## src/rtl/counter_seq_pkg.sv

```systemverilog
// Shared definitions for the counter sequencer: state encoding and default widths.
package counter_seq_pkg;

  localparam int WIDTH_DEF  = 4;
  localparam int WRAP_W_DEF = 8;

  typedef enum logic [1:0] {
    ST_IDLE  = 2'd0,
    ST_RUN   = 2'd1,
    ST_PAUSE = 2'd2,
    ST_DONE  = 2'd3
  } state_t;

endpackage

```

## src/rtl/updown_counter.sv

```systemverilog
// Up/down counter datapath for the sequencer. The FSM decides what happens each
// edge; this block only applies it (load with clipping, clear, reload-to-start,
// or a single step) and reports whether Q sits at the terminal value.
module updown_counter #(
  parameter int WIDTH = 4
) (
  input  logic             i_clk,
  input  logic             i_rst_n,
  input  logic             i_load,
  input  logic [WIDTH-1:0] i_load_val,
  input  logic             i_clear,
  input  logic             i_reload,
  input  logic             i_step,
  input  logic             i_dir,
  input  logic [WIDTH-1:0] i_mod_val,
  output logic [WIDTH-1:0] o_q,
  output logic             o_term
);

  logic [WIDTH-1:0] r_q;
  logic [WIDTH-1:0] w_load_clip;

  // A load never leaves Q outside 0..MOD_VAL.
  assign w_load_clip = (i_load_val < i_mod_val) ? i_load_val : i_mod_val;

  // Up: MOD_VAL or beyond (MOD_VAL may be lowered under Q). Down: zero.
  assign o_term = i_dir ? (r_q >= i_mod_val) : (r_q == '0);

  // Q register: load > clear > reload > step; otherwise hold.
  always_ff @(posedge i_clk or negedge i_rst_n) begin
    if (!i_rst_n) begin
      r_q <= '0;
    end else if (i_load) begin
      // NOTE: non-blocking assignments for every register so all flops sample
      // the same pre-edge values regardless of block evaluation order.
      r_q <= w_load_clip;
    end else if (i_clear) begin
      r_q <= '0;
    end else if (i_reload) begin
      r_q <= i_dir ? '0 : i_mod_val;
    end else if (i_step) begin
      r_q <= i_dir ? r_q + WIDTH'(1) : r_q - WIDTH'(1);
    end
  end

  assign o_q = r_q;

endmodule

```

## src/rtl/counter_sequencer.sv

```systemverilog
// Control FSM for a WIDTH-bit modulo counter: start/pause/stop/load commands,
// programmable terminal value, continuous or one-shot modes, a registered
// terminal-count pulse and a saturating count of terminal events.
module counter_sequencer
  import counter_seq_pkg::*;
#(
  parameter int WIDTH  = WIDTH_DEF,
  parameter int WRAP_W = WRAP_W_DEF
) (
  input  logic              i_clk,
  input  logic              i_rst_n,
  input  logic              i_start,
  input  logic              i_stop,
  input  logic              i_load,
  input  logic [WIDTH-1:0]  i_load_val,
  input  logic [WIDTH-1:0]  i_mod_val,
  input  logic              i_up_dn,
  input  logic              i_one_shot,
  output logic [WIDTH-1:0]  o_q,
  output logic              o_tc,
  output logic              o_busy,
  output logic              o_done,
  output logic [WRAP_W-1:0] o_wraps
);

  state_t            r_state;
  state_t            w_state_nxt;
  logic              r_tc;
  logic [WRAP_W-1:0] r_wraps;

  logic w_load;
  logic w_clear;
  logic w_reload;
  logic w_step;
  logic w_term;
  logic w_tc_nxt;
  logic w_wrap_inc;
  logic w_wrap_clr;

  updown_counter #(
    .WIDTH (WIDTH)
  ) u_counter (
    .i_clk      (i_clk),
    .i_rst_n    (i_rst_n),
    .i_load     (w_load),
    .i_load_val (i_load_val),
    .i_clear    (w_clear),
    .i_reload   (w_reload),
    .i_step     (w_step),
    .i_dir      (i_up_dn),
    .i_mod_val  (i_mod_val),
    .o_q        (o_q),
    .o_term     (w_term)
  );

  // Next-state and datapath controls; command priority LOAD > STOP > START.
  always_comb begin
    // NOTE: every output of this block gets a default first so no path can
    // leave one unassigned and infer a latch.
    w_state_nxt = r_state;
    w_load      = 1'b0;
    w_clear     = 1'b0;
    w_reload    = 1'b0;
    w_step      = 1'b0;
    w_tc_nxt    = 1'b0;
    w_wrap_inc  = 1'b0;
    w_wrap_clr  = 1'b0;

    if (i_load) begin
      w_load = 1'b1;
      if (r_state == ST_DONE) w_state_nxt = ST_IDLE;
    end else begin
      unique case (r_state)
        ST_IDLE: begin
          // STOP outranks START here and has nothing to do.
          if (!i_stop && i_start) begin
            w_state_nxt = ST_RUN;
            w_wrap_clr  = 1'b1;
          end
        end
        ST_RUN: begin
          if (i_stop) begin
            w_state_nxt = ST_PAUSE;
          end else if (w_term) begin
            w_tc_nxt   = 1'b1;
            w_wrap_inc = 1'b1;
            if (i_one_shot) w_state_nxt = ST_DONE;
            else            w_reload    = 1'b1;
          end else begin
            w_step = 1'b1;
          end
        end
        ST_PAUSE: begin
          if (i_stop) begin
            w_state_nxt = ST_IDLE;
            w_clear     = 1'b1;
          end else if (i_start) begin
            w_state_nxt = ST_RUN;
          end
        end
        ST_DONE: begin
          if (i_stop) begin
            w_state_nxt = ST_IDLE;
            w_clear     = 1'b1;
          end else if (i_start) begin
            w_state_nxt = ST_RUN;
            w_reload    = 1'b1;
            w_wrap_clr  = 1'b1;
          end
        end
        default: w_state_nxt = ST_IDLE;
      endcase
    end
  end

  // State register.
  always_ff @(posedge i_clk or negedge i_rst_n) begin
    if (!i_rst_n) r_state <= ST_IDLE;
    else          r_state <= w_state_nxt;
  end

  // Terminal-count pulse lands in the cycle Q shows the wrapped/held value.
  always_ff @(posedge i_clk or negedge i_rst_n) begin
    if (!i_rst_n) r_tc <= 1'b0;
    else          r_tc <= w_tc_nxt;
  end

  // Saturating terminal-event counter, cleared when a fresh run begins.
  always_ff @(posedge i_clk or negedge i_rst_n) begin
    if (!i_rst_n) begin
      r_wraps <= '0;
    end else if (w_wrap_clr) begin
      r_wraps <= '0;
    end else if (w_wrap_inc && (r_wraps != '1)) begin
      r_wraps <= r_wraps + WRAP_W'(1);
    end
  end

  assign o_tc    = r_tc;
  assign o_wraps = r_wraps;
  assign o_busy  = (r_state == ST_RUN);
  assign o_done  = (r_state == ST_DONE);

endmodule

```

## config.mk

```make
export PLATFORM = sky130hd
export DESIGN_NAME = counter_sequencer
export DESIGN_NICKNAME = d
export VERILOG_FILES = /design/src/rtl/counter_seq_pkg.sv /design/src/rtl/updown_counter.sv /design/src/rtl/counter_sequencer.sv
export SDC_FILE = /design/constraint.sdc
export NUM_CORES = 1
export LEC_CHECK = 0
export BUFFER_PORTS_ARGS = -buffer_cell sky130_fd_sc_hd__buf_2
export CAP_MARGIN = 30
export CORE_ASPECT_RATIO = 1.4
export CORE_MARGIN = 4
export CORE_UTILIZATION = 55
export DETAILED_ROUTE_END_ITERATION = 8
export PLACE_DENSITY = 0.79
export SLEW_MARGIN = 20
export SYNTH_ARGS = -nofsm -noshare
export SYNTH_HDL_FRONTEND = slang
export SYNTH_HIERARCHICAL = 1
export SYNTH_SLANG_ARGS = --single-unit
```

## constraint.sdc

```tcl
create_clock -name i_clk -period 2.7 [get_ports i_clk]
set_input_delay 0.135 -clock i_clk [delete_from_list [all_inputs] [get_ports i_clk]]
set_output_delay 0.135 -clock i_clk [all_outputs]
set_load 0.01 [all_outputs]
```

==> results.txt <==
CP endpoint kind - flop
Reg clk slew, reported paths - 0.09 ns
Synth area leaders - dfrtp_1 26%, ha_1 15%, inv_1 4.2%, a21oi_1 3.5%, nand2_1 3.4%
Synthesized cell area - 0.00143 mm²
Routed wire length - 3590 µm
PwrDens - 625 mW/mm²
Yosys top cell area share - 26.2%
All-Layer GR Usage - 21.6%
HP Start - i_mod_val[1]
Reg2reg setup slack - 0.15 ns
Routed wl met2 - 2020 µm
FMAX - 392 MHz
Placement Cell Area - 0.00161 mm²
Die area - 0.00350 mm²
Post-Synth Adder-Cell Area - 16.2%
Synth cell types - 45
Multi-input gate area - 986 µm²
Htree depth - 1
DR iter-0 viols - 36
# port buffers - 29
Ports - 30
Core ar. - 0.00244 mm²
R2R cell count - 12
Die height - 68.4 µm
Largest family of logic cells by synthesized area - simple AND/OR/NAND/NOR gates
Max layer used - met4
Setup bufs post-CTS - 0
Synth Area in Compound Gates - 22.1%
Final Max Tran Viols - 0
Post-Synth XOR/XNOR Area - 3.06%
Synthesis-to-finish area growth - 16.0%
Run status - complete, no violations
Clk root buf - clkbuf_4
Final Hold Viols - 0
Most common cell after layout, fill and taps aside - buf_2
Async set-reset flop share out of synthesis - 100%
Max-Cap Viols - 0
Non-filler cells in the finished layout - 229
Vias in the first global route - 1370
RSZ-0062 raised after global routing - no
Synth warn - 6
HP Class - in2reg
Row cnt - 21
DR DRC count - 0
Die X - 51.1 µm
M1 WL - 1400 µm
Total CTS buffers - 3
GRT overflow - 0
DR vias - 1352
CP Data Arrival Time - 2.78 ns
Largest net degree at the start of global routing - 20
DRT Pass-1 Iters - 4
Post-synthesis sequential area ratio - 26.2%
Placer Congestion - 0.956
Critical R2R Capture - u_counter/o_q[3]$_DFFE_PN0P_
Hold path cells - 3
Final Cycle Share - 94.5%
TNS Setup - 0 ns
N_diodes - 0
Clock sink count - 15
Syn_nets - 195
DR WL/cell - 15.7 µm
Mux contribution to synthesized area - 2.79%
Initial antenna violation count - 0
Vias/cell - 5.90
Reg-to-reg startpoint - u_counter/o_q[0]$_DFFE_PN0P_
Worst skew pair latency - 0.29 ns
Hold EP - u_counter/o_q[1]$_DFFE_PN0P_
Dpl cells - 224
Slew headroom - 66.7%
CTS tree - built
Synth Area in Simple Gates - 23.8%
Gate Count Post-Synth - 162
Leakage power - 0.830 nW
Fin Clk Skew - 0.00151 ns
Setup-failing EPs final - 0
Global-route wire length before repair - 5680 µm
WP data required - 2.93 ns
Worst-case clock buffer depth - 2
Final net count - 229
Post-route ant nets - 0
Critical Path Fanout Max - 6
Setup Crit Path Kind - reg2reg
Worst-Margin Slew - 0.495 ns
Post-synth EDFFs - 0
Worst Setup Start Kind - flop
Max VDD drop - 0.527 mV
Top FF cell, synth - dfrtp_1
Yosys top cell by area - dfrtp_1
Post-route cell area - 0.00166 mm²
Metal3 WL - 88 µm
Hpwl dp - 2860 µm
Mean Syn Cell Area - 8.84 µm²
Share of cells above drive strength 1 - 24.1%
Initial Utilization - 58.6%
Min cycle time layout - 2.55 ns
FILL cells - 196
FF+latch area - 377 µm²
Most frequent cells in the layout - 29 x buf_2, 17 x ha_1, 15 x inv_1
Synth Register Bits - 15
## stage by stage
| step | utilization, % | total power [mW] | setup WS (ns) | hold WS, ns |
|---|---|---|---|---|
| after floorplan | - | 0.713 | 0.185 | -0.161 |
| after global placement | 66.0 | 0.850 | 0.199 | 0.0578 |
| after detailed placement | 66.0 | 0.885 | 0.0772 | 0.0692 |
| after CTS | 67.5 | 1.02 | 0.0414 | 0.134 |
| after global routing | 68.0 | 1.12 | 0.0364 | 0.151 |
| final | 68.0 | 1.04 | 0.148 | 0.137 |
## cell type report
| class | count | share of cell area [%] |
|---|---|---|
| clock buffer | 4 | 1.58 |
| inverter | 16 | 3.61 |
| multi-input combinational | 128 | 59.3 |
| sequential | 15 | 22.7 |
| tap | 34 | 2.56 |
| timing repair buffer | 32 | 10.2 |
## per-layer routing
metal,vias up,global-route usage (%)
met2,28,43.5
met1,645,21.6
met5,-,0
met4,0,11.1
li1,669,-
met3,10,1.31
## cells in the mapped netlist (2+ instances only)
cell type,count
xor2_1,3
nand3_1,6
inv_1,16
or3_1,5
nand3b_1,2
nand2b_1,5
o2111ai_1,2
a211oi_1,3
nand4_1,4
nor3_1,4
o21ai_0,9
xnor2_1,2
o211ai_1,4
ha_1,17
dfrtp_1,15
mux2i_1,4
o21a_1,3
a21o_1,2
a21oi_1,10
nand2_1,13
nor2_1,9
## what timing repair did
item / in CTS / in global routing
gates resized for setup: 0 / 6
endpoints found under the setup margin: 0 / 7
hold buffers: 1 / 0
endpoints found under the hold margin: 15 / 0
## worst max-delay path, stage by stage (launching register included)
cell and delay (ns):
dfrtp_2 0.46, inv_2 0.08, ha_1 0.22, nand2b_1 0.14
a21o_1 0.20, a21oi_2 0.19, o21ai_2 0.11, nand4_1 0.12
a21oi_2 0.08, or3_4 0.42, a2111oi_1 0.31, nor4_1 0.09
nand2_1 0.08
## registers in the layout, indices dropped and copies added, names as in the netlist
signal         cells
u_counter/o_q      4
r_state            2
o_wraps            8
o_tc               1
## report_power, final
| group | internal, mW | leakage (nW) | switching (mW) |
|---|---|---|---|
| registers | 0.275 | 0.196 | 0.0730 |
| logic | 0.243 | 0.619 | 0.315 |
| clock network | 0.0574 | 0.0150 | 0.0760 |
## cells by family after synthesis
| group | after synthesis |
|---|---|
| muxes | 4 |
| DFF | 15 |
| and+or+nand+nor | 58 |
| adders and majority gates | 18 |
| buffers and inverters | 19 |
| xor gates and xnor gates | 5 |
| AOI/OAI and AO/OA | 43 |
## how the worst max path moves through the flow
stage                            startpoint  slack, ns                           end  depth (start not counted)
2_1_floorplan  u_counter/o_q[0]$_DFFE_PN0P_       0.18  u_counter/o_q[2]$_DFFE_PN0P_                         12
4_1_cts        u_counter/o_q[0]$_DFFE_PN0P_       0.04  u_counter/o_q[3]$_DFFE_PN0P_                         12
3_5_place_dp   u_counter/o_q[0]$_DFFE_PN0P_       0.08  u_counter/o_q[2]$_DFFE_PN0P_                         12
3_3_place_gp   u_counter/o_q[0]$_DFFE_PN0P_       0.20  u_counter/o_q[2]$_DFFE_PN0P_                         12
6_report       u_counter/o_q[0]$_DFFE_PN0P_       0.15  u_counter/o_q[3]$_DFFE_PN0P_                         12
5_1_grt        u_counter/o_q[0]$_DFFE_PN0P_       0.04  u_counter/o_q[2]$_DFFE_PN0P_                         12
Note: power is estimated with default switching activity, not from simulation.
